--- src/rtl/hp0_dma_pkg.sv ---
// Shared types and AXI3 constants for the HP0 write DMA.
package hp0_dma_pkg;

    localparam int unsigned BURST_BEATS = 16;
    localparam int unsigned BURST_BYTES = BURST_BEATS * 4;

    localparam logic [1:0] AXI_BURST_INCR = 2'b01;
    localparam logic [2:0] AXI_SIZE_4B    = 3'b010;
    localparam logic [3:0] AXI_CACHE_BUF  = 4'b0011;
    localparam logic [1:0] AXI_RESP_OKAY  = 2'b00;

    typedef enum logic [1:0] {
        ST_IDLE,
        ST_ADDR,
        ST_DATA,
        ST_RESP
    } dma_state_e;

endpackage

--- src/rtl/hp0_dma_fifo.sv ---
// First-word-fall-through sample FIFO with occupancy count and flush.
module hp0_dma_fifo #(
    parameter int unsigned DEPTH = 64,
    parameter int unsigned WIDTH = 32,
    localparam int unsigned AW   = $clog2(DEPTH),
    localparam int unsigned CW   = AW + 1
) (
    input  logic             clk,
    input  logic             rst,
    input  logic             flush_i,
    input  logic             push_i,
    input  logic [WIDTH-1:0] data_i,
    input  logic             pop_i,
    output logic [WIDTH-1:0] data_o,
    output logic [CW-1:0]    count_o,
    output logic             full_o
);

    logic [WIDTH-1:0] mem_q [DEPTH];
    logic [AW-1:0]    rd_ptr_q, wr_ptr_q;
    logic [CW-1:0]    count_q, count_d;
    logic             full, push_ok, pop_ok;
    logic [AW-1:0]    wr_idx;

    assign full    = (count_q == CW'(DEPTH));
    // A push into a full FIFO is fine when the head leaves in the same cycle.
    assign push_ok = push_i && (!full || pop_i);
    assign pop_ok  = pop_i && (count_q != '0);
    assign wr_idx  = flush_i ? '0 : wr_ptr_q;

    always_comb begin
        count_d = count_q;
        if (push_ok && !pop_ok) begin
            count_d = count_q + CW'(1);
        end else if (!push_ok && pop_ok) begin
            count_d = count_q - CW'(1);
        end
    end

    always_ff @(posedge clk or posedge rst) begin
        if (rst) begin
            rd_ptr_q <= '0;
            wr_ptr_q <= '0;
            count_q  <= '0;
        end else if (flush_i) begin
            rd_ptr_q <= '0;
            wr_ptr_q <= push_i ? AW'(1) : '0;
            count_q  <= push_i ? CW'(1) : '0;
        end else begin
            if (push_ok) wr_ptr_q <= wr_ptr_q + AW'(1);
            if (pop_ok)  rd_ptr_q <= rd_ptr_q + AW'(1);
            count_q <= count_d;
        end
    end

    always_ff @(posedge clk) begin
        if (push_i && (flush_i || push_ok)) begin
            mem_q[wr_idx] <= data_i;
        end
    end

    assign data_o  = mem_q[rd_ptr_q];
    assign count_o = count_q;
    assign full_o  = full;

endmodule

--- src/rtl/hp0_wr_dma.sv ---
// Streams 32-bit samples into a DDR ring buffer as 16-beat AXI3 bursts on HP0.
// Define HP0_WR_DMA_STATS_EN to add the burst_cnt / err_cnt statistics ports.
module hp0_wr_dma
    import hp0_dma_pkg::*;
#(
    parameter int unsigned FIFO_DEPTH = 64,
    parameter logic [5:0]  AXI_ID     = 6'd0
) (
    input  logic        clk,
    input  logic        rst,
    input  logic        cfg_en,
    input  logic [31:0] cfg_base,
    input  logic [19:0] cfg_bursts,
    input  logic [31:0] s_data,
    input  logic        s_valid,
    output logic        s_ready,
    output logic [31:0] wr_ptr,
    output logic        err,
    output logic        ovf,
`ifdef HP0_WR_DMA_STATS_EN
    output logic [31:0] burst_cnt,
    output logic [15:0] err_cnt,
`endif
    output logic [31:0] m_awaddr,
    output logic [3:0]  m_awlen,
    output logic [5:0]  m_awid,
    output logic        m_awvalid,
    input  logic        m_awready,
    output logic [1:0]  m_awburst,
    output logic [2:0]  m_awsize,
    output logic [3:0]  m_awcache,
    output logic [1:0]  m_awlock,
    output logic [2:0]  m_awprot,
    output logic [3:0]  m_awqos,
    output logic [31:0] m_wdata,
    output logic [3:0]  m_wstrb,
    output logic [5:0]  m_wid,
    output logic        m_wlast,
    output logic        m_wvalid,
    input  logic        m_wready,
    input  logic [5:0]  m_bid,
    input  logic [1:0]  m_bresp,
    input  logic        m_bvalid,
    output logic        m_bready
);

    localparam int unsigned CW = $clog2(FIFO_DEPTH) + 1;

    dma_state_e  state_q;
    logic        en_q, awvalid_q, wvalid_q, wlast_q, bready_q, err_q, ovf_q;
    logic [3:0]  beat_q;
    logic [31:0] awaddr_q, wr_ptr_q, wr_ptr_d, ring_bytes, ptr_inc;
    logic [19:0] n_bursts;
    logic [CW-1:0] fifo_count;
    logic        fifo_full, rise, clear, push, pop, bfire;
    logic        unused_inputs;

    // Registered enable edge restarts the ring, but only between bursts.
    assign rise  = cfg_en && !en_q;
    assign clear = rise && (state_q == ST_IDLE);

    assign s_ready = cfg_en && !fifo_full && !rst;
    assign push    = s_valid && s_ready;
    assign pop     = wvalid_q && m_wready;
    assign bfire   = bready_q && m_bvalid;

    hp0_dma_fifo #(
        .DEPTH (FIFO_DEPTH),
        .WIDTH (32)
    ) u_fifo (
        .clk     (clk),
        .rst     (rst),
        .flush_i (clear),
        .push_i  (push),
        .data_i  (s_data),
        .pop_i   (pop),
        .data_o  (m_wdata),
        .count_o (fifo_count),
        .full_o  (fifo_full)
    );

    always_comb begin
        n_bursts   = (cfg_bursts == '0) ? 20'd1 : cfg_bursts;
        ring_bytes = {6'd0, n_bursts, 6'd0};
        ptr_inc    = wr_ptr_q + 32'(BURST_BYTES);
        wr_ptr_d   = (ptr_inc == ring_bytes) ? '0 : ptr_inc;
    end

    always_ff @(posedge clk or posedge rst) begin
        if (rst) begin
            state_q   <= ST_IDLE;
            en_q      <= 1'b0;
            awvalid_q <= 1'b0;
            awaddr_q  <= '0;
            wvalid_q  <= 1'b0;
            wlast_q   <= 1'b0;
            bready_q  <= 1'b0;
            beat_q    <= '0;
            wr_ptr_q  <= '0;
            err_q     <= 1'b0;
            ovf_q     <= 1'b0;
        end else begin
            en_q <= cfg_en;
            if (clear) begin
                wr_ptr_q <= '0;
                err_q    <= 1'b0;
                ovf_q    <= 1'b0;
            end else if (s_valid && cfg_en && fifo_full) begin
                ovf_q <= 1'b1;
            end
            case (state_q)
                ST_IDLE: begin
                    if (cfg_en && !rise && (fifo_count >= CW'(BURST_BEATS))) begin
                        state_q   <= ST_ADDR;
                        awvalid_q <= 1'b1;
                        awaddr_q  <= {cfg_base[31:6], 6'd0} + wr_ptr_q;
                    end
                end
                ST_ADDR: begin
                    if (m_awready) begin
                        state_q   <= ST_DATA;
                        awvalid_q <= 1'b0;
                        wvalid_q  <= 1'b1;
                        wlast_q   <= 1'b0;
                        beat_q    <= '0;
                    end
                end
                ST_DATA: begin
                    if (m_wready) begin
                        beat_q  <= beat_q + 4'd1;
                        wlast_q <= (beat_q == 4'(BURST_BEATS - 2));
                        if (wlast_q) begin
                            state_q  <= ST_RESP;
                            wvalid_q <= 1'b0;
                            wlast_q  <= 1'b0;
                            bready_q <= 1'b1;
                        end
                    end
                end
                ST_RESP: begin
                    // Ring pointer advances even on an error response.
                    if (m_bvalid) begin
                        state_q  <= ST_IDLE;
                        bready_q <= 1'b0;
                        wr_ptr_q <= wr_ptr_d;
                        if (m_bresp != AXI_RESP_OKAY) err_q <= 1'b1;
                    end
                end
                default: state_q <= ST_IDLE;
            endcase
        end
    end

`ifdef HP0_WR_DMA_STATS_EN
    logic [31:0] burst_cnt_q;
    logic [15:0] err_cnt_q;

    always_ff @(posedge clk or posedge rst) begin
        if (rst) begin
            burst_cnt_q <= '0;
            err_cnt_q   <= '0;
        end else if (clear) begin
            burst_cnt_q <= '0;
            err_cnt_q   <= '0;
        end else if (bfire) begin
            burst_cnt_q <= burst_cnt_q + 32'd1;
            if ((m_bresp != AXI_RESP_OKAY) && (err_cnt_q != 16'hFFFF)) begin
                err_cnt_q <= err_cnt_q + 16'd1;
            end
        end
    end

    assign burst_cnt = burst_cnt_q;
    assign err_cnt   = err_cnt_q;
`endif

    assign unused_inputs = ^{m_bid, cfg_base[5:0], bfire};

    assign wr_ptr    = wr_ptr_q;
    assign err       = err_q;
    assign ovf       = ovf_q;
    assign m_awaddr  = awaddr_q;
    assign m_awlen   = 4'(BURST_BEATS - 1);
    assign m_awid    = AXI_ID;
    assign m_awvalid = awvalid_q;
    assign m_awburst = AXI_BURST_INCR;
    assign m_awsize  = AXI_SIZE_4B;
    assign m_awcache = AXI_CACHE_BUF;
    assign m_awlock  = 2'b00;
    assign m_awprot  = 3'b000;
    assign m_awqos   = 4'b0000;
    assign m_wstrb   = 4'hF;
    assign m_wid     = AXI_ID;
    assign m_wlast   = wlast_q;
    assign m_wvalid  = wvalid_q;
    assign m_bready  = bready_q;

endmodule

--- config.mk ---
export PLATFORM = sky130hd
export DESIGN_NAME = hp0_wr_dma
export DESIGN_NICKNAME = d
export VERILOG_FILES = /design/src/rtl/hp0_dma_pkg.sv /design/src/rtl/hp0_dma_fifo.sv /design/src/rtl/hp0_wr_dma.sv
export SDC_FILE = /design/constraint.sdc
export NUM_CORES = 2
export LEC_CHECK = 0
export BUFFER_PORTS_ARGS = -buffer_cell sky130_fd_sc_hd__buf_2
export CORE_ASPECT_RATIO = 0.6
export CORE_MARGIN = 2
export CORE_UTILIZATION = 50
export DETAILED_ROUTE_END_ITERATION = 6
export GPL_TIMING_DRIVEN = 0
export PLACE_DENSITY = 0.66
export SLEW_MARGIN = 20
export SYNTH_ARGS = -nofsm -noshare
export SYNTH_HDL_FRONTEND = slang
export SYNTH_SLANG_ARGS = --single-unit
--- constraint.sdc ---
create_clock -name clk -period 4.8 [get_ports clk]
set_clock_uncertainty 0.1 [all_clocks]
set_input_delay 0.96 -clock clk [delete_from_list [all_inputs] [get_ports clk]]
set_output_delay 0.96 -clock clk [all_outputs]
set_load 0.005 [all_outputs]
==> reports/results.ini <==
[critical_path]
critPathKind = register to output port
r2r_cells = 10
r2r-start = wr_ptr[6]
critPathRequiredTime_ps = 3740
cp.arrival_ps = 4050
worstReg2RegEnd = wr_ptr[14]
cp-end-kind = output port
r2r_setup_slack_ps = 390
cp-start-kind = register
path_max_fanout = 19

[layout]
drive_above_1_share_pct = 33.6
fin_nets = 4449
syn_to_final_growth_pct = 16.5
instances_no_fill = 6725

[floorplan]
core_area_um2 = 167000
num_rows = 116
die_x_um = 535
dieArea_um2 = 172000
initial_core_util_pct = 50.5
io_pins = 240
die_y_um = 322

[clocking]
clk_pin_slew_ps = 60
cts_buffer_depth = 4
clk_latency_ps = 820
cts_buffers = 189
cts_tree = done
cts_root_buf = clkbuf_16
h-tree-depth = 4
cts_sinks = 2144
ctsHoldBuffers = 0

[placed_design]
place.gp.congestion = 0.957
dpl.hpwl_um = 155000
placed_cells = 6332
io_buffers = 189

[sta]
period_share_pct = 107
tightest_slew_ps = 1130
whs_ps = 99.3
min_period_ps = 5110
hold_viol_final = 0
relSlewSlack_pct = 24.4
slew_violations = 0
setup_viol = 32
rsz0062_at_grt = true
setup_slack_ps = -315
max_freq_mhz = 196

[synthesis]
avgSynthCellArea_um2 = 22.4
synth.distinct_cells = 69
yosys_warnings = 0
synth-async-reset-ratio_pct = 4.48
synth_edf_count = 2048
syn_inst = 3766
yosysSeqAreaShare_pct = 75.7
ys_seq_elements = 2144
synth.cell_area_um2 = 84400
synth_ff_type = edfxtp_1

[drt]
drt_iter0_markers = 7231
wl_per_cell_um = 34.5
ant_nets = 0
vias = 43200
drc_errors = 0
dr.pass1.iters = 5
via_per_inst = 6.42
routed_wl_um = 232000

[hold_path]
hp-class = input port to asynchronous set/reset pin

[grt]
grt_pass1_wl_um = 323000
antenna_found_initial = 31
grt_usage_pct = 27.1
grt_pass1_vias = 40600
grt_max_degree = 65
gr-total-overflow = 0

[power_and_ir_drop]
cellPowerDensity_nw_per_um2 = 532
power_leakage_uw = 0.0315
irDropWorstVdd_uv = 386

[status]
violations = negative setup slack
outcome = finished, violations left

[run]
cap_violations = 0

[where the power goes]
part	switching [uW]	internal (uW)
Combinational	9310	7490
Clock	6620	7890
Sequential	226	20800
Total	16200	36200
[cell type report]
class                      count  area, um2
buffer                       226       1990
fill                       11800      68800
multi-input combinational   1398      20000
antenna                       45        113
timing repair buffer         316       3770
sequential                  2144      63900
tap                         2242       2810
inverter                      31        121
clock inverter                81        613
clock buffer                 242       5060
[flip-flops by register name (all words and copies together), names as in the netlist, 2 cells and up]
signal,cells
beat_q,4
u_fifo.count_o,7
wr_ptr,32
u_fifo.rd_ptr_q,6
m_awaddr,32
u_fifo.wr_ptr_q,6
u_fifo.mem_q,2048
state_q,2
[critical path, stage by stage (launching register included)]
cell and delay [ps]:
dfrtp_2 400, clkbuf_16 190, clkbuf_8 280, buf_8 230, mux4_2 540, mux4_2 770
mux4_2 610, buf_6 140
[synth_stat cells, drive strengths merged, types with 23 or more instances]
cell	count	area share, %
a21oi	40	0.24
buf	106	0.68
clkbuf	123	0.55
dfrtp	96	2.8
edfxtp	2048	73
ha	42	0.62
inv	31	0.14
mux4	672	18
nand2	102	0.45
nand3	24	0.14
nor2	137	0.61
nor3	23	0.14
o21ai	63	0.37
xnor2	49	0.52
xor2	31	0.32
[layer usage]
layer | global-route usage [%] | vias up | part of all wire [%]
met3 | 9.69 | 345 | 15
met4 | 6.38 | 16 | 2.4
met2 | 35.4 | 2990 | 41
met5 | 0 | - | 0.056
met1 | 43.4 | 22900 | 42
li1 | - | 16900 | -
[worst max path at each step]
| stage | from | to | cells past startpoint |
|---|---|---|---|
| 2_1_floorplan | u_fifo.rd_ptr_q[0] | m_wdata[0] | 6 |
| 3_3_place_gp | u_fifo.rd_ptr_q[0] | m_wdata[9] | 7 |
| 3_5_place_dp | u_fifo.rd_ptr_q[0] | m_wdata[13] | 7 |
| 4_1_cts | u_fifo.rd_ptr_q[0] | m_wdata[20] | 8 |
| 5_1_grt | u_fifo.rd_ptr_q[0] | m_wdata[21] | 8 |
| 6_report | u_fifo.rd_ptr_q[0] | m_wdata[19] | 7 |
[stage by stage]
stage | util [%] | total power [uW] | worst slack (ps) | TNS [ps] | cell area, um2
floorplan | - | 30000 | 720 | 0 | 84600
detailed placement | 54.5 | 36600 | -1180 | -32980 | 91200
finish | 58.8 | 52300 | -315 | -6250 | 98400
CTS | 58.7 | 52200 | -216 | -5330 | 98200
global route | 58.8 | 53800 | -297 | -6870 | 98300
global placement | 52.8 | 36400 | -1930 | -2241800 | 88300
[timing repair]
action | in CTS | in global routing
endpoints found under the setup margin | 32 | 32
setup buffers | 18 | 3
gates cloned | 7 | 0
gates resized for setup | 463 | 18
[kinds of logic after synthesis]
kind of cell	Yosys count	share of synthesized area (%)
DFF	2144	75.7
muxes	682	18.0
and+or+nand+nor	379	2.10
buffers and inverters	260	1.37
AOI/OAI and AO/OA	175	1.29
xor gates and xnor gates	80	0.839
adders and majority gates	44	0.670
other	2	0.00889
[placed cells by master, fill, tap and decap left out, types with 31 or more instances in the layout]
cell type  netlist  layout
a21oi_1         40      40
buf_12           0      67
buf_16           0      49
buf_2            5     162
buf_4           46      95
buf_6            0      36
clkbuf_1       122      86
clkbuf_16        0     206
clkinv_1         0      40
conb_1           2      38
dfrtp_1         96      95
diode_2          0      45
edfxtp_1      2048    2048
ha_1            42      42
mux4_2         672     672
nand2_1        102     102
nor2_1         137      73
nor2_4           0      63
o21ai_0         62      62
xnor2_1         48      48
xor2_1          31      31
No activity file was read; power rests on OpenSTA's default activity.
